[config.mk]
export PLATFORM = sky130hd
export DESIGN_NAME = slink_axi_chan_arb_flat
export DESIGN_NICKNAME = d
export VERILOG_FILES = /design/src/rtl/slink_axi_chan_arb_if.sv /design/src/rtl/slink_axi_chan_arb.sv /design/src/flat_wrapper.sv
export SDC_FILE = /design/constraint.sdc
export NUM_CORES = 1
export LEC_CHECK = 0
export CAP_MARGIN = 20
export CORE_AREA = 8 8 193 195
export CTS_CLUSTER_DIAMETER = 200
export DETAILED_ROUTE_END_ITERATION = 8
export DIE_AREA = 0 0 201 203
export PLACE_DENSITY_LB_ADDON = 0.2
export SLEW_MARGIN = 5
export SYNTH_ARGS = -nofsm -noshare
export SYNTH_HDL_FRONTEND = slang
export SYNTH_SLANG_ARGS = --single-unit
[constraint.sdc]
create_clock -name axi_clk -period 2.9 [get_ports axi_clk]
set_clock_uncertainty 0.15 [all_clocks]
set_input_delay 0.435 -clock axi_clk [delete_from_list [all_inputs] [get_ports axi_clk]]
set_output_delay 0.435 -clock axi_clk [all_outputs]
set_load 0.005 [all_outputs]
[src/rtl/slink_axi_chan_arb_if.sv]
// Channel-side and output-side handshake bundle of the S-Link A2L channel arbiter.
// master = traffic source / output sink, slave = the arbiter itself.
interface slink_axi_chan_arb_if #(
   parameter int NUM_CH    = 3,
   parameter int DATA_W    = 120,
   parameter int WEIGHT_W  = 4,
   parameter int MAX_OUTST = 8
);
   localparam int CH_W  = $clog2(NUM_CH);
   localparam int CNT_W = $clog2(MAX_OUTST + 1);

   logic                         enable;
   logic [NUM_CH-1:0]            ch_valid;
   logic [NUM_CH-1:0]            ch_ready;
   logic [NUM_CH-1:0]            ch_last;
   logic [NUM_CH*DATA_W-1:0]     ch_data;
   logic [NUM_CH*WEIGHT_W-1:0]   ch_weight;
   logic                         out_valid;
   logic                         out_ready;
   logic [DATA_W-1:0]            out_data;
   logic [CH_W-1:0]              out_ch;
   logic                         out_last;
   logic [CNT_W-1:0]             outst_cnt;

   modport master (
      output enable, ch_valid, ch_last, ch_data, ch_weight, out_ready,
      input  ch_ready, out_valid, out_data, out_ch, out_last, outst_cnt
   );

   modport slave (
      input  enable, ch_valid, ch_last, ch_data, ch_weight, out_ready,
      output ch_ready, out_valid, out_data, out_ch, out_last, outst_cnt
   );
endinterface

[src/rtl/slink_axi_chan_arb.sv]
// Weighted round-robin packet arbiter with optional SRC->DST packet ordering rule.
// Latency: 1 cycle from accepted channel beat to registered output; one idle arbitration cycle per turn.
// Backpressure: output stage holds while out_valid && !out_ready; channel ready only when the stage can load.
module slink_axi_chan_arb #(
   parameter int NUM_CH     = 3,
   parameter int DATA_W     = 120,
   parameter int WEIGHT_W   = 4,
   parameter int DEP_EN     = 1,
   parameter int DEP_SRC_CH = 0,
   parameter int DEP_DST_CH = 1,
   parameter int MAX_OUTST  = 8
) (
   input logic                 axi_clk,
   input logic                 axi_reset,
   slink_axi_chan_arb_if.slave bus
);
   localparam int CH_W  = $clog2(NUM_CH);
   localparam int CNT_W = $clog2(MAX_OUTST + 1);

   typedef enum logic {IDLE, BUSY} state_t;

   state_t              state;
   logic [CH_W-1:0]     grant;
   logic [CH_W-1:0]     rr_ptr;
   logic [CH_W-1:0]     next_ptr;
   logic [CH_W-1:0]     pick;
   logic                pick_vld;
   logic [WEIGHT_W-1:0] credit;
   logic [WEIGHT_W-1:0] pick_weight;
   logic                mid_pkt;
   logic                loadable;
   logic                accept;
   logic                beat_last;
   logic [NUM_CH-1:0]   elig;
   logic [NUM_CH-1:0]   ready;
   logic [CNT_W-1:0]    cnt;
   logic                out_valid_q;
   logic [DATA_W-1:0]   out_data_q;
   logic [CH_W-1:0]     out_ch_q;
   logic                out_last_q;

   always_comb begin
      for (int i = 0; i < NUM_CH; i++) begin
         elig[i] = bus.ch_valid[i] && bus.enable;
         if (DEP_EN != 0 && i == DEP_DST_CH && cnt == '0)
            elig[i] = 1'b0;
         if (DEP_EN != 0 && i == DEP_SRC_CH && cnt == CNT_W'(MAX_OUTST))
            elig[i] = 1'b0;
      end
   end

   // First eligible channel at or after the rotation pointer, wrapping at NUM_CH-1.
   always_comb begin
      int j;
      j        = 0;
      pick     = '0;
      pick_vld = 1'b0;
      for (int k = 0; k < NUM_CH; k++) begin
         j = int'(rr_ptr) + k;
         if (j >= NUM_CH)
            j = j - NUM_CH;
         if (!pick_vld && elig[j]) begin
            pick_vld = 1'b1;
            pick     = CH_W'(j);
         end
      end
   end

   assign pick_weight = bus.ch_weight[int'(pick)*WEIGHT_W +: WEIGHT_W];
   assign next_ptr    = (grant == CH_W'(NUM_CH - 1)) ? '0 : grant + CH_W'(1);
   assign loadable    = !out_valid_q || bus.out_ready;

   // Eligibility is only re-evaluated between packets; a started packet always runs to its last beat.
   always_comb begin
      ready = '0;
      if (!axi_reset && state == BUSY && loadable && (mid_pkt || elig[grant]))
         ready[grant] = 1'b1;
   end

   assign accept    = |(bus.ch_valid & ready);
   assign beat_last = bus.ch_last[grant];

   always_ff @(posedge axi_clk) begin
      if (axi_reset) begin
         state       <= IDLE;
         grant       <= '0;
         rr_ptr      <= '0;
         credit      <= '0;
         mid_pkt     <= 1'b0;
         cnt         <= '0;
         out_valid_q <= 1'b0;
         out_data_q  <= '0;
         out_ch_q    <= '0;
         out_last_q  <= 1'b0;
      end else begin
         case (state)
            IDLE: begin
               if (pick_vld) begin
                  grant   <= pick;
                  credit  <= (pick_weight == '0) ? WEIGHT_W'(1) : pick_weight;
                  mid_pkt <= 1'b0;
                  state   <= BUSY;
               end
            end
            BUSY: begin
               if (accept) begin
                  if (beat_last) begin
                     mid_pkt <= 1'b0;
                     if (credit == WEIGHT_W'(1)) begin
                        rr_ptr <= next_ptr;
                        state  <= IDLE;
                     end else begin
                        credit <= credit - WEIGHT_W'(1);
                     end
                  end else begin
                     mid_pkt <= 1'b1;
                  end
               end else if (!mid_pkt && !elig[grant]) begin
                  rr_ptr <= next_ptr;
                  state  <= IDLE;
               end
            end
            default: state <= IDLE;
         endcase

         if (accept) begin
            out_valid_q <= 1'b1;
            out_data_q  <= bus.ch_data[int'(grant)*DATA_W +: DATA_W];
            out_ch_q    <= grant;
            out_last_q  <= beat_last;
         end else if (bus.out_ready) begin
            out_valid_q <= 1'b0;
         end

         // Only one channel is ever granted, so increment and decrement never coincide.
         if (DEP_EN != 0 && accept && beat_last) begin
            if (grant == CH_W'(DEP_SRC_CH))
               cnt <= cnt + CNT_W'(1);
            else if (grant == CH_W'(DEP_DST_CH))
               cnt <= cnt - CNT_W'(1);
         end
      end
   end

   assign bus.ch_ready  = ready;
   assign bus.out_valid = out_valid_q;
   assign bus.out_data  = out_data_q;
   assign bus.out_ch    = out_ch_q;
   assign bus.out_last  = out_last_q;
   assign bus.outst_cnt = cnt;
endmodule

[src/flat_wrapper.sv]
// flat-port wrapper written by rule: the top's interface ports become plain ports
module slink_axi_chan_arb_flat 
#(
   parameter int NUM_CH     = 3,
   parameter int DATA_W     = 120,
   parameter int WEIGHT_W   = 4,
   parameter int DEP_EN     = 1,
   parameter int DEP_SRC_CH = 0,
   parameter int DEP_DST_CH = 1,
   parameter int MAX_OUTST  = 8
)
  (axi_clk, axi_reset, bus_enable, bus_ch_valid, bus_ch_last, bus_ch_data, bus_ch_weight, bus_out_ready, bus_ch_ready, bus_out_valid, bus_out_data, bus_out_ch, bus_out_last, bus_outst_cnt);
  slink_axi_chan_arb_if #(.NUM_CH(NUM_CH), .DATA_W(DATA_W), .WEIGHT_W(WEIGHT_W), .MAX_OUTST(MAX_OUTST)) bus_i ();
  input logic axi_clk;
  input logic axi_reset;
  input wire logic [$bits(bus_i.enable)-1:0] bus_enable;
  input wire logic [$bits(bus_i.ch_valid)-1:0] bus_ch_valid;
  input wire logic [$bits(bus_i.ch_last)-1:0] bus_ch_last;
  input wire logic [$bits(bus_i.ch_data)-1:0] bus_ch_data;
  input wire logic [$bits(bus_i.ch_weight)-1:0] bus_ch_weight;
  input wire logic [$bits(bus_i.out_ready)-1:0] bus_out_ready;
  output wire logic [$bits(bus_i.ch_ready)-1:0] bus_ch_ready;
  output wire logic [$bits(bus_i.out_valid)-1:0] bus_out_valid;
  output wire logic [$bits(bus_i.out_data)-1:0] bus_out_data;
  output wire logic [$bits(bus_i.out_ch)-1:0] bus_out_ch;
  output wire logic [$bits(bus_i.out_last)-1:0] bus_out_last;
  output wire logic [$bits(bus_i.outst_cnt)-1:0] bus_outst_cnt;
  assign bus_i.enable = bus_enable;
  assign bus_i.ch_valid = bus_ch_valid;
  assign bus_i.ch_last = bus_ch_last;
  assign bus_i.ch_data = bus_ch_data;
  assign bus_i.ch_weight = bus_ch_weight;
  assign bus_i.out_ready = bus_out_ready;
  assign bus_ch_ready = bus_i.ch_ready;
  assign bus_out_valid = bus_i.out_valid;
  assign bus_out_data = bus_i.out_data;
  assign bus_out_ch = bus_i.out_ch;
  assign bus_out_last = bus_i.out_last;
  assign bus_outst_cnt = bus_i.outst_cnt;
  slink_axi_chan_arb #(.NUM_CH(NUM_CH), .DATA_W(DATA_W), .WEIGHT_W(WEIGHT_W), .DEP_EN(DEP_EN), .DEP_SRC_CH(DEP_SRC_CH), .DEP_DST_CH(DEP_DST_CH), .MAX_OUTST(MAX_OUTST)) u_core (.axi_clk(axi_clk), .axi_reset(axi_reset), .bus(bus_i));
endmodule
==> results of run 1 <==
-- path summary, 6_finish.rpt --
kind | slack (ps) | end
max | 210 | u_core.credit[2]
min | 290 | u_core.mid_pkt
max reg2reg | 210 | u_core.credit[2]
min reg2reg | 310 | u_core.bus.out_last
-- state kept, by name, summed over array words and instances (netlist names) --
register	flops
u_core.bus.out_valid	1
u_core.credit	4
u_core.bus.out_ch	2
u_core.bus.out_last	1
u_core.grant	2
u_core.bus.outst_cnt	4
u_core.bus.out_data	120
u_core.state	1
u_core.mid_pkt	1
u_core.rr_ptr	2
-- stage by stage --
stage               worst slack [ps]  std cells  instance area, µm²    util
floorplan                      354.3        970                7742       -
global placement              -118.0       1885               13420  0.3932
detailed placement            -154.2       1885               13420  0.3932
CTS                            18.48       1918               14110  0.4137
global route                   29.11       1920               14130  0.4141
finish                         207.7       1920               14130  0.4141
-- repair_timing --
action / 4_1_cts / 5_1_grt
setup endpoints to repair: 3 / 2
resized for setup: 14 / 2
pin swaps: 2 / 2
setup buffers: 2 / 1
-- routing by layer --
metal	wire length (µm)	track usage	up-vias
met5	0	0	-
met4	531	0.04704	0
met3	2723	0.06073	24
met2	17780	0.2904	295
met1	14000	0.1824	3908
li1	-	-	4459
-- cells in the final DEF, fill, tap and decap left out, types with 9 or more instances in the layout --
cell type / count
nor2_1: 256
inv_1: 9
clkbuf_16: 17
a211oi_1: 125
mux2i_1: 123
clkdlybuf4s50_1: 507
a21oi_1: 128
nand2_1: 15
buf_4: 34
dfxtp_1: 132
-- cell families after synthesis --
group           after synthesis  synth area share
flops                       138            0.3568
buf+inv                      98           0.05527
fa+ha+maj                     7           0.01228
xor+xnor                      4          0.004524
mux                         124            0.1605
simple gates                310            0.1648
compound gates              289            0.2458
-- power groups by stage --
stage | Sequential [mW] | Combinational (mW) | Clock, mW
final | 1.96 | 1.14 | 2.43
after global routing | 1.97 | 1.24 | 2.61
after CTS | 1.96 | 1.15 | 2.53
after detailed placement | 2.01 | 1.15 | 0
after global placement | 2.01 | 1.14 | 0
after floorplan | 2.01 | 0.419 | 0
-- layout make-up --
class | instances | share of cell area
repair buffers | 552 | 0.3896
multi-input cells | 734 | 0.3249
flip-flops and latches | 138 | 0.1966
well taps | 455 | 0.04029
clock buffers | 20 | 0.03232
clock inverters | 11 | 0.01373
inverters | 9 | 0.002391
diodes | 1 | 0.0001771
-- critical path, cell delays in order (launching register included) --
cell and delay [ps]:
dfxtp_1 330, inv_1 60, ha_1 330, a22o_1 200, a211o_2 350, or4b_2 600
a31oi_1 250, o21ai_0 110, a211oi_1 230
==> impl_metrics.py, run 1 <==
metrics = {
    "power_and_ir_drop": {
        "p_seq_frac": 0.355,
        "intPower_mw": 4.233,
        "finalPower_mw": 5.538,
        "peakVddDrop_v": 0.0003704,
        "power_density_mw_per_mm2": 391.9,
        "power_switching_mw": 1.305,
        "swShare": 0.2357,
        "leakage_nw": 4.846,
        "p_clk_frac": 0.439,
        "pwr-share-comb": 0.207,
    },
    "sta": {
        "worstMarginPinSlew_ps": 881.3,
        "period_needed_ps": 2692,
        "slew_headroom": 0.4125,
        "hold_viol_final": 0,
        "setup_tns_ps": 0,
        "fin_crit_sh": 0.9284,
        "drv_slew": 0,
        "fin_hold_ws_ps": 290.0,
        "setup_viol": 0,
        "rsz0062_at_grt": "false",
        "max_freq_mhz": 371.4,
    },
    "cts": {
        "clk_latency_ps": 420,
        "ctsHoldBuffers": 0,
        "htree_levels": 4,
        "cts-root-buf": "clkbuf_16",
        "tritoncts": "yes",
        "cts_buffers": 17,
        "cts_max_path_buffers": 2,
        "clk_pin_slew_worst_paths_ps": 60,
        "clock_sinks": 138,
    },
    "drt": {
        "viasPerCell": 4.524,
        "drtAntennaViolNets": 0,
        "num_vias": 8686,
        "dr.first_iter.drc_count": 352,
        "drt-total-wl_um": 35030,
        "drc": 0,
        "first_pass_iters": 4,
        "wl_per_cell_um": 18.24,
    },
    "synthesis": {
        "synth_flop_cell": "dfxtp_1",
        "synth_seq_cells": 138,
        "synth_most_common_cell": "nor2_1",
        "avgSynthCellArea_um2": 7.982,
        "synthCells": 970,
        "synth-seq-area-share": 0.3568,
        "synthArstFlopShare": 0,
        "synth-edff-count": 0,
        "synth_warnings": 0,
        "synth.net_count": 1359,
        "synth.area.top_cells": "dfxtp_1, mux2i_1, nor2_1, a211oi_1, a21oi_1",
        "synth_top_cell_area_share": 0.3568,
        "synth_area_mm2": 0.007742,
        "synth_largest_area_cell": "dfxtp_1",
        "synth_common_cells": "nor2_1, dfxtp_1, a21oi_1",
        "netlist-cell-type-count": 54,
    },
    "die": {
        "fp.dieW_um": 201,
        "rows": 68,
        "start_util": 0.2269,
        "die_area_mm2": 0.04080,
        "die_height_um": 203,
        "core_mm2": 0.03412,
        "ios": 513,
    },
    "global_routing": {
        "grt_pass1_wl_um": 52830,
        "gr-usage-all-layers": 0.1643,
        "antenna_found_initial": 1,
        "gr-total-overflow": 0,
        "grt_pass1_vias": 8950,
        "grt_max_degree": 122,
    },
    "setup_path": {
        "path_class": "reg -> reg",
        "r2r-start": "u_core.rr_ptr[0]",
        "crit_fanout": 3,
        "endpoint_kind": "register",
        "critPathArrivalTime_ps": 2870,
        "worstRegToRegCells": 8,
        "critPathLaunchType": "register",
        "worstPathRequired_ps": 3080,
        "startpoint": "u_core.rr_ptr[0]",
    },
    "finish": {
        "fill_cells": 3441,
        "multi_input_area_mm2": 0.004591,
        "nNetsFinal": 1841,
        "area_growth_pct": 82.48,
        "final_layout_size_suffix_gt1_frac": 0.06557,
        "regArea_mm2": 0.002778,
    },
    "outcome": {
        "outcome": "finished, final reports clean",
    },
    "place": {
        "gp_congestion": 0.8348,
        "hpwl_um": 27910,
        "io_buffers": 512,
    },
    "min_path": {
        "hold_start": "axi_reset",
        "hold_class": "in -> reg",
        "hold_depth": 3,
    },
    "job": {
        "cap_violations": 0,
    },
}
Note: power is estimated with default switching activity, not from simulation.
==> run 2, diff against run 1 <==
--- a/config.mk
+++ b/config.mk
@@ -10,6 +10,7 @@
 export CTS_CLUSTER_DIAMETER = 200
 export DETAILED_ROUTE_END_ITERATION = 8
 export DIE_AREA = 0 0 201 203
+export GPL_ROUTABILITY_DRIVEN = 0
 export PLACE_DENSITY_LB_ADDON = 0.2
 export SLEW_MARGIN = 5
 export SYNTH_ARGS = -nofsm -noshare
==> results of run 2 <==
Final layout, timing and power as in run 1 (identical DEF).
==> edit (flow settings as in run 2) <==
`DEP_EN` is set to 1 in 2 places; all go to 0.
--- a/src/rtl/slink_axi_chan_arb.sv
+++ b/src/rtl/slink_axi_chan_arb.sv
@@ -6,5 +6,5 @@
    parameter int DATA_W     = 120,
    parameter int WEIGHT_W   = 4,
-   parameter int DEP_EN     = 1,
+   parameter int DEP_EN     = 0,
    parameter int DEP_SRC_CH = 0,
    parameter int DEP_DST_CH = 1,
--- a/src/flat_wrapper.sv
+++ b/src/flat_wrapper.sv
@@ -5,5 +5,5 @@
    parameter int DATA_W     = 120,
    parameter int WEIGHT_W   = 4,
-   parameter int DEP_EN     = 1,
+   parameter int DEP_EN     = 0,
    parameter int DEP_SRC_CH = 0,
    parameter int DEP_DST_CH = 1,
Formal check against the unedited RTL: not equivalent (a bounded check fails within 4 cycles, from zero or initial values and one cycle with axi_reset high).
==> edit against run 2 <==
Final area is 2.2% lower. Power rose by 2.4%. Critical endpoint is now bus_ch_ready[2]. Sequential cell count fell by 4. Wire length is 6.1% higher. First-iteration DRC count down 15%. Worst setup slack lost 0.085 ns. Synthesized area is 3.6% lower. Non-clock buffer count is 1 higher. Register-to-register slack got worse by 0.05 ns. Highest routed layer unchanged. Sequential share of layout area down 0.19 points.
==> edit: results (changes against run 2) <==
- Met2 GRT Util: 0.302 (+0.0119)
- Met3 Use GR: 0.0668 (+0.00606)
- WHS Endpoint: u_core.rr_ptr[0]$_SDFFE_PP0P_
- Lkg Pwr: 4.60 nW (-5.0%)
- Worst min path class: flip-flop to flip-flop
- Distinct cells, synth: 50 (-7.4%)
- Clock Path Buffers: 2 (unchanged)
- H-tree levels: 4 (unchanged)
- Sequential-to-total area share from yosys stat: 0.359 (+0.00249)
- M1 WL: 15.0 mm (+7.5%)
- Met2 WL: 18.5 mm (+3.9%)
- Number of global-route vias before repair: 8,937 (-0.15%)
- Max-slew headroom: 0.450 (+0.0371)
- Worst setup path startpoint: bus_ch_valid[0]
- Slowest CP cell: clkdlybuf4s50_1
- VDD IR max: 0.379 mV (+2.3%)
- Pin count of the biggest net entering global routing: 123 (+0.82%)
- 1st-iter DRT viols: 300 (-15%)
- Top post-synthesis cells by count: nor2_1 (256), dfxtp_1 (134), mux2i_1 (125)
- IO buf count: 508 (-0.78%)
- R2R cell count: 10 (+2)
- Reg-to-reg slack, setup: 0.16 ns (-0.05 ns)
- Total track usage: 0.174 (+0.0101)
- Switching pwr: 1.63 mW (+25%)
- Worst path top cell family by delay: buffers and inverters
- Reg2reg start: u_core.rr_ptr[0]$_SDFFE_PP0P_
- Clock-pin slew on the worst setup and hold paths: 0.06 ns (about the same)
- CP peak stage delay: 0.51 ns (-0.09 ns)
- Critical Path AT: 2.19 ns (-0.68 ns)
- Vias after detailed routing: 8,721 (+0.40%)
- M1 GR Usage: 0.199 (+0.0164)
- Metal3 WL: 3.23 mm (+19%)
- Nets: 1,821 (-1.1%)
- Area after DPL: 0.0132 mm2 (-1.7%)
- Reg-to-reg endpoint: u_core.credit[3]$_SDFFE_PP0P_
- HP Start: u_core.rr_ptr[0]$_SDFFE_PP0P_
- WL final: 37.2 mm (+6.1%)
- Initial antenna violation count: 1 (unchanged)
- Status: finished clean
- Layout cells sized above 1: 0.0657 (+0.0000793)
- Hpwl dp: 29.0 mm (+4.0%)
- Pre-antenna DRT Iters: 4 (unchanged)
- First-pass GRT wire length: 55.8 mm (+5.6%)
- Top post-synthesis cells by area: dfxtp_1 (36%), mux2i_1 (17%), nor2_1 (13%)
- Endpoints failing setup: 0 (unchanged)
- Yosys warns: 0 (unchanged)
- Hold Path Depth: 2 (-1)
[edit: changes by cell type after synthesis, moves of 4 or more]
cell,change
nor3_1,+117
buf_2,-27
a21oi_1,-116
xnor2_1,-4
clkbuf_1,+30
nand3_1,-4
dfxtp_1,-4
nand2b_1,-4
nand2_1,-8
[edit: worst max-delay path by stage]
stage | end | slack [ns]
CTS | bus_ch_ready[0] | 0.0009
global route | bus_ch_ready[2] | -0.0009
floorplan | u_core.credit[1]$_SDFFE_PP0P_ | 0.11
global placement | u_core.credit[1]$_SDFFE_PP0P_ | -0.05
finish | bus_ch_ready[2] | 0.12
detailed placement | u_core.credit[3]$_SDFFE_PP0P_ | -0.09
[edit: worst reg2reg max path: stages (launching register included)]
cell and delay [ns]:
dfxtp_1 0.37, inv_1 0.08, ha_1 0.33, a22o_1 0.22, a222oi_1 0.33, buf_4 0.21, and4_2 0.28, o21ai_0 0.16
a311oi_1 0.28, o21ai_0 0.12, a21oi_1 0.15
[edit: cell type report]
cell class | instances | area (um2)
Clock inverter | 12 | 113
Multi-Input combinational cell | 717 | 4420
Timing Repair Buffer | 553 | 5510
Sequential cell | 134 | 2690
Clock buffer | 20 | 468
Fill cell | 3480 | 20300
Antenna cell | 1 | 2.50
Inverter | 11 | 41.3
Tap cell | 455 | 569
[edit: power groups by stage]
| stage | logic [mW] | clock network (mW) | registers [mW] |
|---|---|---|---|
| finish | 1.53 | 2.18 | 1.97 |
| global route | 1.66 | 2.35 | 1.97 |
| CTS | 1.54 | 2.27 | 1.97 |
| detailed placement | 1.53 | 0 | 2.01 |
| global placement | 1.52 | 0 | 2.00 |
| floorplan | 0.652 | 0 | 2.00 |
[edit: logic make-up (layout without fill, tap and decap cells)]
group / count (synthesis) / in the layout / synth area share
AOI/OAI and AO/OA: 169 / 169 / 0.167
DFF: 134 / 134 / 0.359
buffers and inverters: 104 / 596 / 0.0558
muxes: 128 / 128 / 0.172
other: 1 / 5 / 0.000502
adders and majority gates: 5 / 5 / 0.00838
and+or+nand+nor: 411 / 411 / 0.237
[edit: per-stage QoR]
| step | power, mW | hold slack, ns | worst slack [ns] | utilization | instances |
|---|---|---|---|---|---|
| finish | 5.67 | 0.341 | 0.123 | 0.405 | 1903 |
| detailed placement | 3.54 | 0.333 | -0.0868 | 0.387 | 1869 |
| floorplan | 2.65 | 0.299 | 0.108 | - | 955 |
| global placement | 3.53 | 0.319 | -0.0507 | 0.387 | 1869 |
| CTS | 5.77 | 0.343 | 0.000929 | 0.404 | 1901 |
| global route | 5.99 | 0.362 | -0.000870 | 0.405 | 1903 |
[edit: timing repair]
action / in CTS / in global routing
buffers inserted: 0 / 1
setup endpoints to repair: 2 / 7
gates resized for setup: 1 / 9
pin swaps: 0 / 4
